### src/rtl/game_end_overlay_pkg.sv
// game_end_overlay_pkg: shared types, overlay modes and colour helper for the end-of-game overlay
package game_end_overlay_pkg;

    typedef enum logic [1:0] {IDLE, BLINK_ON, BLINK_OFF, HOLD} end_state_t;
    typedef enum logic {RES_WIN, RES_LOSE} end_result_t;

    localparam int OVL_FULL  = 0;
    localparam int OVL_BOX   = 1;
    localparam int OVL_BLEND = 2;

    // per-channel average of two 12-bit colours, 5-bit sum, truncated
    function automatic logic [11:0] blend_rgb(input logic [11:0] a, input logic [11:0] b);
        logic [11:0] r;
        r = '0;
        for (int i = 0; i < 3; i++)
            r[4*i +: 4] = 4'(({1'b0, a[4*i +: 4]} + {1'b0, b[4*i +: 4]}) >> 1);
        return r;
    endfunction

endpackage

### src/rtl/vga_if.sv
// vga_if: VGA timing and colour bundle passed between pipeline stages
//   vcount/hcount : line and pixel counters
//   vsync/hsync   : sync pulses
//   vblnk/hblnk   : blanking flags
//   rgb           : 12-bit colour (4 bits per channel)
interface vga_if;
    logic [10:0] vcount;
    logic        vsync;
    logic        vblnk;
    logic [10:0] hcount;
    logic        hsync;
    logic        hblnk;
    logic [11:0] rgb;

    modport in  (input  vcount, vsync, vblnk, hcount, hsync, hblnk, rgb);
    modport out (output vcount, vsync, vblnk, hcount, hsync, hblnk, rgb);
endinterface

### src/rtl/frame_tick_gen.sv
// frame_tick_gen: one-cycle pulse on the rising edge of vblnk, marking the start of each frame
//   clk60MHz : pixel clock
//   rst_n    : asynchronous active-low reset
//   vblnk    : vertical blanking flag
//   tick     : high for the first cycle of vertical blanking
module frame_tick_gen (
    input  logic clk60MHz,
    input  logic rst_n,
    input  logic vblnk,
    output logic tick
);

    logic vblnk_d;

    always_ff @(posedge clk60MHz or negedge rst_n)
        if (!rst_n) vblnk_d <= 1'b0;
        else vblnk_d <= vblnk;

    assign tick = vblnk & ~vblnk_d;

endmodule

### src/rtl/game_end_overlay.sv
// game_end_overlay: blinks then holds a win/lose overlay on the VGA stream, 1-cycle pipeline stage
//   clk60MHz : pixel clock
//   rst_n    : asynchronous active-low reset
//   win      : level, game won (sampled in IDLE, has priority over loose)
//   loose    : level, game lost (sampled in IDLE)
//   clear    : pulse, abandon the overlay and return to IDLE
//   in       : upstream timing and colour
//   out      : downstream timing and colour, delayed one cycle
//   done     : high while the overlay is in its steady hold
module game_end_overlay
    import game_end_overlay_pkg::*;
#(
    parameter int          BLINK_FRAMES = 15,
    parameter int          NUM_BLINKS   = 3,
    parameter logic [11:0] WIN_RGB      = 12'h0F0,
    parameter logic [11:0] LOOSE_RGB    = 12'hF00,
    parameter int          MODE         = OVL_FULL,
    parameter int          BOX_X        = 312,
    parameter int          BOX_Y        = 284,
    parameter int          BOX_W        = 400,
    parameter int          BOX_H        = 200
) (
    input  logic clk60MHz,
    input  logic rst_n,
    input  logic win,
    input  logic loose,
    input  logic clear,
    vga_if.in    in,
    vga_if.out   out,
    output logic done
);

    if (BOX_X + BOX_W > 4095 || BOX_Y + BOX_H > 4095) begin : g_box_range
        $error("overlay box exceeds 12-bit coordinate range");
    end
    if (BLINK_FRAMES < 1 || BLINK_FRAMES > 255 || NUM_BLINKS < 1 || NUM_BLINKS > 15) begin : g_blink_range
        $error("BLINK_FRAMES or NUM_BLINKS out of range");
    end

    localparam logic [7:0]  FRAME_LAST = 8'(BLINK_FRAMES - 1);
    localparam logic [3:0]  BLINKS     = 4'(NUM_BLINKS);
    localparam logic [11:0] BX0        = 12'(BOX_X);
    localparam logic [11:0] BX1        = 12'(BOX_X + BOX_W);
    localparam logic [11:0] BY0        = 12'(BOX_Y);
    localparam logic [11:0] BY1        = 12'(BOX_Y + BOX_H);

    end_state_t  state, state_nxt;
    end_result_t result, result_nxt;
    logic [7:0]  frame_cnt, frame_nxt;
    logic [3:0]  blink_cnt, blink_nxt;
    logic        pending, pending_nxt;
    logic        frame_tick;
    logic        overlay;
    logic        in_box;
    logic [11:0] colour;
    logic [11:0] rgb_nxt;

    frame_tick_gen u_tick (
        .clk60MHz(clk60MHz),
        .rst_n   (rst_n),
        .vblnk   (in.vblnk),
        .tick    (frame_tick)
    );

    always_comb begin
        state_nxt   = state;
        result_nxt  = result;
        frame_nxt   = frame_cnt;
        blink_nxt   = blink_cnt;
        pending_nxt = pending;
        if (clear) begin
            state_nxt   = IDLE;
            frame_nxt   = '0;
            blink_nxt   = '0;
            pending_nxt = 1'b0;
        end else if (state == IDLE) begin
            if (win | loose) begin
                pending_nxt = 1'b1;
                result_nxt  = win ? RES_WIN : RES_LOSE;
            end
            if (frame_tick && pending) begin
                state_nxt   = BLINK_ON;
                pending_nxt = 1'b0;
                frame_nxt   = '0;
                blink_nxt   = '0;
            end
        end else if (frame_tick && state != HOLD) begin
            if (frame_cnt == FRAME_LAST) begin
                frame_nxt = '0;
                if (state == BLINK_OFF) state_nxt = BLINK_ON;
                else begin
                    // only ON phases are counted as blinks
                    blink_nxt = blink_cnt + 4'd1;
                    state_nxt = (blink_cnt + 4'd1 == BLINKS) ? HOLD : BLINK_OFF;
                end
            end else frame_nxt = frame_cnt + 8'd1;
        end
    end

    assign overlay = state == BLINK_ON || state == HOLD;
    assign colour  = result == RES_WIN ? WIN_RGB : LOOSE_RGB;
    assign in_box  = {1'b0, in.hcount} >= BX0 && {1'b0, in.hcount} < BX1 &&
                     {1'b0, in.vcount} >= BY0 && {1'b0, in.vcount} < BY1;
    assign rgb_nxt = (in.vblnk | in.hblnk) ? 12'h000 :
                     !overlay              ? in.rgb :
                     MODE == OVL_FULL      ? colour :
                     MODE == OVL_BOX       ? (in_box ? colour : in.rgb) :
                                             blend_rgb(in.rgb, colour);

    always_ff @(posedge clk60MHz or negedge rst_n)
        if (!rst_n) begin
            state      <= IDLE;
            result     <= RES_WIN;
            frame_cnt  <= '0;
            blink_cnt  <= '0;
            pending    <= 1'b0;
            done       <= 1'b0;
            out.vcount <= '0;
            out.vsync  <= 1'b0;
            out.vblnk  <= 1'b0;
            out.hcount <= '0;
            out.hsync  <= 1'b0;
            out.hblnk  <= 1'b0;
            out.rgb    <= '0;
        end else begin
            state      <= state_nxt;
            result     <= result_nxt;
            frame_cnt  <= frame_nxt;
            blink_cnt  <= blink_nxt;
            pending    <= pending_nxt;
            done       <= state == HOLD;
            out.vcount <= in.vcount;
            out.vsync  <= in.vsync;
            out.vblnk  <= in.vblnk;
            out.hcount <= in.hcount;
            out.hsync  <= in.hsync;
            out.hblnk  <= in.hblnk;
            out.rgb    <= rgb_nxt;
        end

endmodule

### src/flat_wrapper.sv
// flat-port wrapper written by rule: the top's interface ports become plain ports
module game_end_overlay_flat import game_end_overlay_pkg::*;
#(
    parameter int          BLINK_FRAMES = 15,
    parameter int          NUM_BLINKS   = 3,
    parameter logic [11:0] WIN_RGB      = 12'h0F0,
    parameter logic [11:0] LOOSE_RGB    = 12'hF00,
    parameter int          MODE         = OVL_FULL,
    parameter int          BOX_X        = 312,
    parameter int          BOX_Y        = 284,
    parameter int          BOX_W        = 400,
    parameter int          BOX_H        = 200
)
  (clk60MHz, rst_n, win, loose, clear, done, in_vcount, in_vsync, in_vblnk, in_hcount, in_hsync, in_hblnk, in_rgb, out_vcount, out_vsync, out_vblnk, out_hcount, out_hsync, out_hblnk, out_rgb);
  vga_if in_i ();
  vga_if out_i ();
  input  logic clk60MHz;
  input  logic rst_n;
  input  logic win;
  input  logic loose;
  input  logic clear;
  output logic done;
  input wire logic [$bits(in_i.vcount)-1:0] in_vcount;
  input wire logic [$bits(in_i.vsync)-1:0] in_vsync;
  input wire logic [$bits(in_i.vblnk)-1:0] in_vblnk;
  input wire logic [$bits(in_i.hcount)-1:0] in_hcount;
  input wire logic [$bits(in_i.hsync)-1:0] in_hsync;
  input wire logic [$bits(in_i.hblnk)-1:0] in_hblnk;
  input wire logic [$bits(in_i.rgb)-1:0] in_rgb;
  output wire logic [$bits(out_i.vcount)-1:0] out_vcount;
  output wire logic [$bits(out_i.vsync)-1:0] out_vsync;
  output wire logic [$bits(out_i.vblnk)-1:0] out_vblnk;
  output wire logic [$bits(out_i.hcount)-1:0] out_hcount;
  output wire logic [$bits(out_i.hsync)-1:0] out_hsync;
  output wire logic [$bits(out_i.hblnk)-1:0] out_hblnk;
  output wire logic [$bits(out_i.rgb)-1:0] out_rgb;
  assign in_i.vcount = in_vcount;
  assign in_i.vsync = in_vsync;
  assign in_i.vblnk = in_vblnk;
  assign in_i.hcount = in_hcount;
  assign in_i.hsync = in_hsync;
  assign in_i.hblnk = in_hblnk;
  assign in_i.rgb = in_rgb;
  assign out_vcount = out_i.vcount;
  assign out_vsync = out_i.vsync;
  assign out_vblnk = out_i.vblnk;
  assign out_hcount = out_i.hcount;
  assign out_hsync = out_i.hsync;
  assign out_hblnk = out_i.hblnk;
  assign out_rgb = out_i.rgb;
  game_end_overlay #(.BLINK_FRAMES(BLINK_FRAMES), .NUM_BLINKS(NUM_BLINKS), .WIN_RGB(WIN_RGB), .LOOSE_RGB(LOOSE_RGB), .MODE(MODE), .BOX_X(BOX_X), .BOX_Y(BOX_Y), .BOX_W(BOX_W), .BOX_H(BOX_H)) u_core (.clk60MHz(clk60MHz), .rst_n(rst_n), .win(win), .loose(loose), .clear(clear), .in(in_i), .out(out_i), .done(done));
endmodule
### config.mk
export PLATFORM = sky130hd
export DESIGN_NAME = game_end_overlay_flat
export DESIGN_NICKNAME = d
export VERILOG_FILES = /design/src/rtl/game_end_overlay_pkg.sv /design/src/rtl/vga_if.sv /design/src/rtl/frame_tick_gen.sv /design/src/rtl/game_end_overlay.sv /design/src/flat_wrapper.sv
export SDC_FILE = /design/constraint.sdc
export NUM_CORES = 1
export LEC_CHECK = 0
export CAP_MARGIN = 25
export CELL_PAD_IN_SITES_DETAIL_PLACEMENT = 2
export CELL_PAD_IN_SITES_GLOBAL_PLACEMENT = 2
export CORE_MARGIN = 10
export CORE_UTILIZATION = 25
export CTS_BUF_LIST = sky130_fd_sc_hd__clkbuf_4
export DETAILED_ROUTE_END_ITERATION = 12
export HOLD_SLACK_MARGIN = 0.15
export MAX_ROUTING_LAYER = met4
export PLACE_DENSITY = 0.87
export SLEW_MARGIN = 30
export SYNTH_ARGS = -nofsm -noshare
export SYNTH_HDL_FRONTEND = slang
export SYNTH_SLANG_ARGS = --single-unit
### constraint.sdc
create_clock -name clk60MHz -period 1.6 [get_ports clk60MHz]
set_clock_uncertainty 0.05 [all_clocks]
set_input_delay 0.16 -clock clk60MHz [delete_from_list [all_inputs] [get_ports clk60MHz]]
set_output_delay 0.16 -clock clk60MHz [all_outputs]
set_load 0.02 [all_outputs]
==> impl_results.md <==
* Vias at 1989
* Crit path launch type: flop
* Slew @ Worst Pin at 393 ps
* Max-Cap Viols at 0
* Type of the most critical hold path: in2reg
* Smallest hold slack at 173 ps
* Root buffer cell: clkbuf_4
* Failing checks: setup timing
* Synth area leader: dfrtp_1
* First-pass GRT wire length at ~14000 µm
* Slew HR at 0.735
* Post-synth EDFFs at 0
* Final setup fails at 12
* Share of cells above drive strength 1 at 0.242
* Clock slew at reported path FFs at 180 ps
* Post-synth cell types at 38
* RSZ-0062 raised after global routing: true
* Port bufs at 81
* LEAKAGE at 1.95 nW
* Synth area leaders: dfrtp_1, a21oi_1, nand2b_1, o21ai_0, ha_1
* Syn Nets at 219
* Crit path time final at 1740 ps
* Yosys warns at 0
* Drt pass-1 iters at 4
* Status: finished with violations
* Final nets at 356
* WL/cell at 23.3 µm
* Hold Vio Cnt, Final at 0
* Die Wd at 112 µm
* Max Root-Sink Buffers at 2
* Final Core Density at 0.461
* GR Util All Layers at 0.142
* Antenna violations before repair at 1
* HP Start: in_hcount[9]
* Largest net degree at the start of global routing at 56
* Initial drt markers at 99
* Worst R2R End: u_core.frame_cnt[6]
* Routed WL at 9680 µm
* Area Growth Syn to Fin at 80.5%
* Fin Setup TNS at -867 ps
* Final Cell Area at 0.00379 mm²
* # placed instances at 379
* Initial Util at 0.256
* Number of global-route vias before repair at 2287
* Die H at 112 µm
* Async S/R FF share, synth at 1.00
* Die area at approximately 0.012 mm²
* Fill count at 811
* Grt ovf at 0
* Num CTS Buffers at 5
* Via density at 4.78
* Max Transition Viols Final at 0
* Pwr/cell area at 693 mW/mm²
* Final non-filler cell total at 416
* Final Wtd Congestion at 0.730
* Worst reg2reg setup slack at -140 ps
* Fmax achieved at 0.575 GHz
* Main flop type after synthesis: dfrtp_1
* Post-layout power at 2.63 mW
* Worst EP required at 1860 ps
* CTS tree: done
* Period utilisation layout at 1.09
* FP Rows at 33
* Worst Setup Path Type: reg2reg
* Clock Latency Late Sink at 400 ps
* CP Capture Type: flop
* CTS H-tree depth at 2
* Synthesized area at 0.00210 mm²
* I/O Pins at 82
* Critical Path Source: u_core.frame_cnt[0]
* Max FO, Critical Path at 4
* Place WS at -254 ps
* Drt drc at 0
* Worst r2r src: u_core.frame_cnt[0]
* Area post-placement at 0.00322 mm²
* Register area share after synthesis at 0.655
* Reg2Reg Depth at 6
* Final setup margin at -138 ps
* Crit path DAT at ~2000 ps
* CTS sink count at 55
* Yosys reg bits at 55
* Worst IR drop on VDD at 0.322 mV
* Cell count after synthesis at 172
* Setup crit end: u_core.frame_cnt[6]
* Hpwl dp at 5640 µm
* Routed Antenna Nets at 0
* Syn Area/Cell at roughly 12 µm²
* Post-synth top area share at 0.655
* Total core area at 0.00822 mm²
cell type report:
type | instances | area, µm² | share of cell area
sequential | 55 | 1380 | 0.364
timing repair buffer | 135 | 1370 | 0.361
multi-input combinational | 107 | 832 | 0.219
tap | 105 | 131 | 0.0347
clock buffer | 6 | 45.0 | 0.0119
inverter | 5 | 18.8 | 0.00495
clock inverter | 2 | 12.5 | 0.00330
antenna | 1 | 2.50 | 0.000660
power by group:
part           leakage (nW)  internal, mW  switching (mW)
registers             0.695          1.44          0.0238
clock network        0.0333         0.189           0.468
logic                  1.23         0.267           0.237
total                  1.95          1.90           0.729
cell usage after synthesis (4+ instances only):
| cell type | n |
|---|---|
| nor2_1 | 5 |
| a21oi_1 | 15 |
| nor2b_1 | 4 |
| nand2b_1 | 11 |
| nor3_1 | 5 |
| nand3_1 | 5 |
| a22o_1 | 4 |
| o21ai_0 | 13 |
| inv_1 | 5 |
| and2_1 | 4 |
| ha_1 | 4 |
| nand2_1 | 7 |
| dfrtp_1 | 55 |
cells by family (layout without fill, tap and decap cells):
group / count (synthesis) / in the layout / synth area share
flops: 55 / 55 / 0.655
simple gates: 54 / 54 / 0.145
compound gates: 48 / 48 / 0.148
buf+inv: 10 / 148 / 0.0232
fa+ha+maj: 4 / 4 / 0.0238
xor+xnor: 1 / 1 / 0.00417
other cells: 0 / 1 / 0
how the worst min path moves through the flow:
stage / to / cells past startpoint
after floorplan: u_core.blink_cnt[0] / 0
after global placement: u_core.frame_cnt[3] / 2
after detailed placement: u_core.frame_cnt[3] / 2
after CTS: u_core.out.hblnk / 1
after global routing: u_core.out.vcount[6] / 1
final: u_core.out.hcount[9] / 1
registers in the layout, summed over array words and instances (netlist names), 2 cells and up:
name and cells:
u_core.state 2, u_core.out.vcount 11, u_core.out.hcount 11, u_core.out.rgb 12, u_core.blink_cnt 4, u_core.frame_cnt 8
critical path, stage by stage (launching register included):
cell,delay [ps]
dfrtp_1,450
inv_1,70
ha_2,180
and3_4,190
a21o_4,220
or4_4,430
o21ai_2,70
layout by cell type (no fill, tap or decap), drive strengths merged, types with 2 or more instances in the layout:
| master | Yosys | layout |
|---|---|---|
| dfrtp | 55 | 55 |
| clkdlybuf4s50 | 0 | 41 |
| buf | 2 | 33 |
| dlymetal6s2s | 0 | 32 |
| dlygate4sd3 | 0 | 22 |
| o21ai | 16 | 16 |
| a21oi | 15 | 15 |
| nand2b | 11 | 11 |
| dlygate4sd2 | 0 | 7 |
| nand2 | 7 | 7 |
| clkbuf | 3 | 6 |
| nor2 | 6 | 6 |
| inv | 5 | 5 |
| nor3 | 5 | 5 |
| nand3 | 5 | 5 |
| and2 | 4 | 4 |
| a22o | 4 | 4 |
| nor2b | 4 | 4 |
| ha | 4 | 4 |
| and3 | 3 | 3 |
| or2 | 2 | 2 |
| a31oi | 2 | 2 |
| nand4 | 2 | 2 |
| a211oi | 2 | 2 |
| clkinv | 0 | 2 |
metal layers:
metal | vias to the layer above | wire length [µm] | global-route usage
li1 | 877 | - | -
met1 | 1015 | 3840 | 0.157
met2 | 78 | 5120 | 0.248
met3 | 19 | 406 | 0.0295
met4 | 0 | 322 | 0.0506
met5 | - | 0 | -
repair_timing:
action	CTS	global route
endpoints found under the setup margin	21	46
gates resized for setup	26	57
buffers inserted	2	4
endpoints found under the hold margin	74	2
hold buffers	20	2
pin swaps	7	8
No activity file was read; power rests on OpenSTA's default activity.
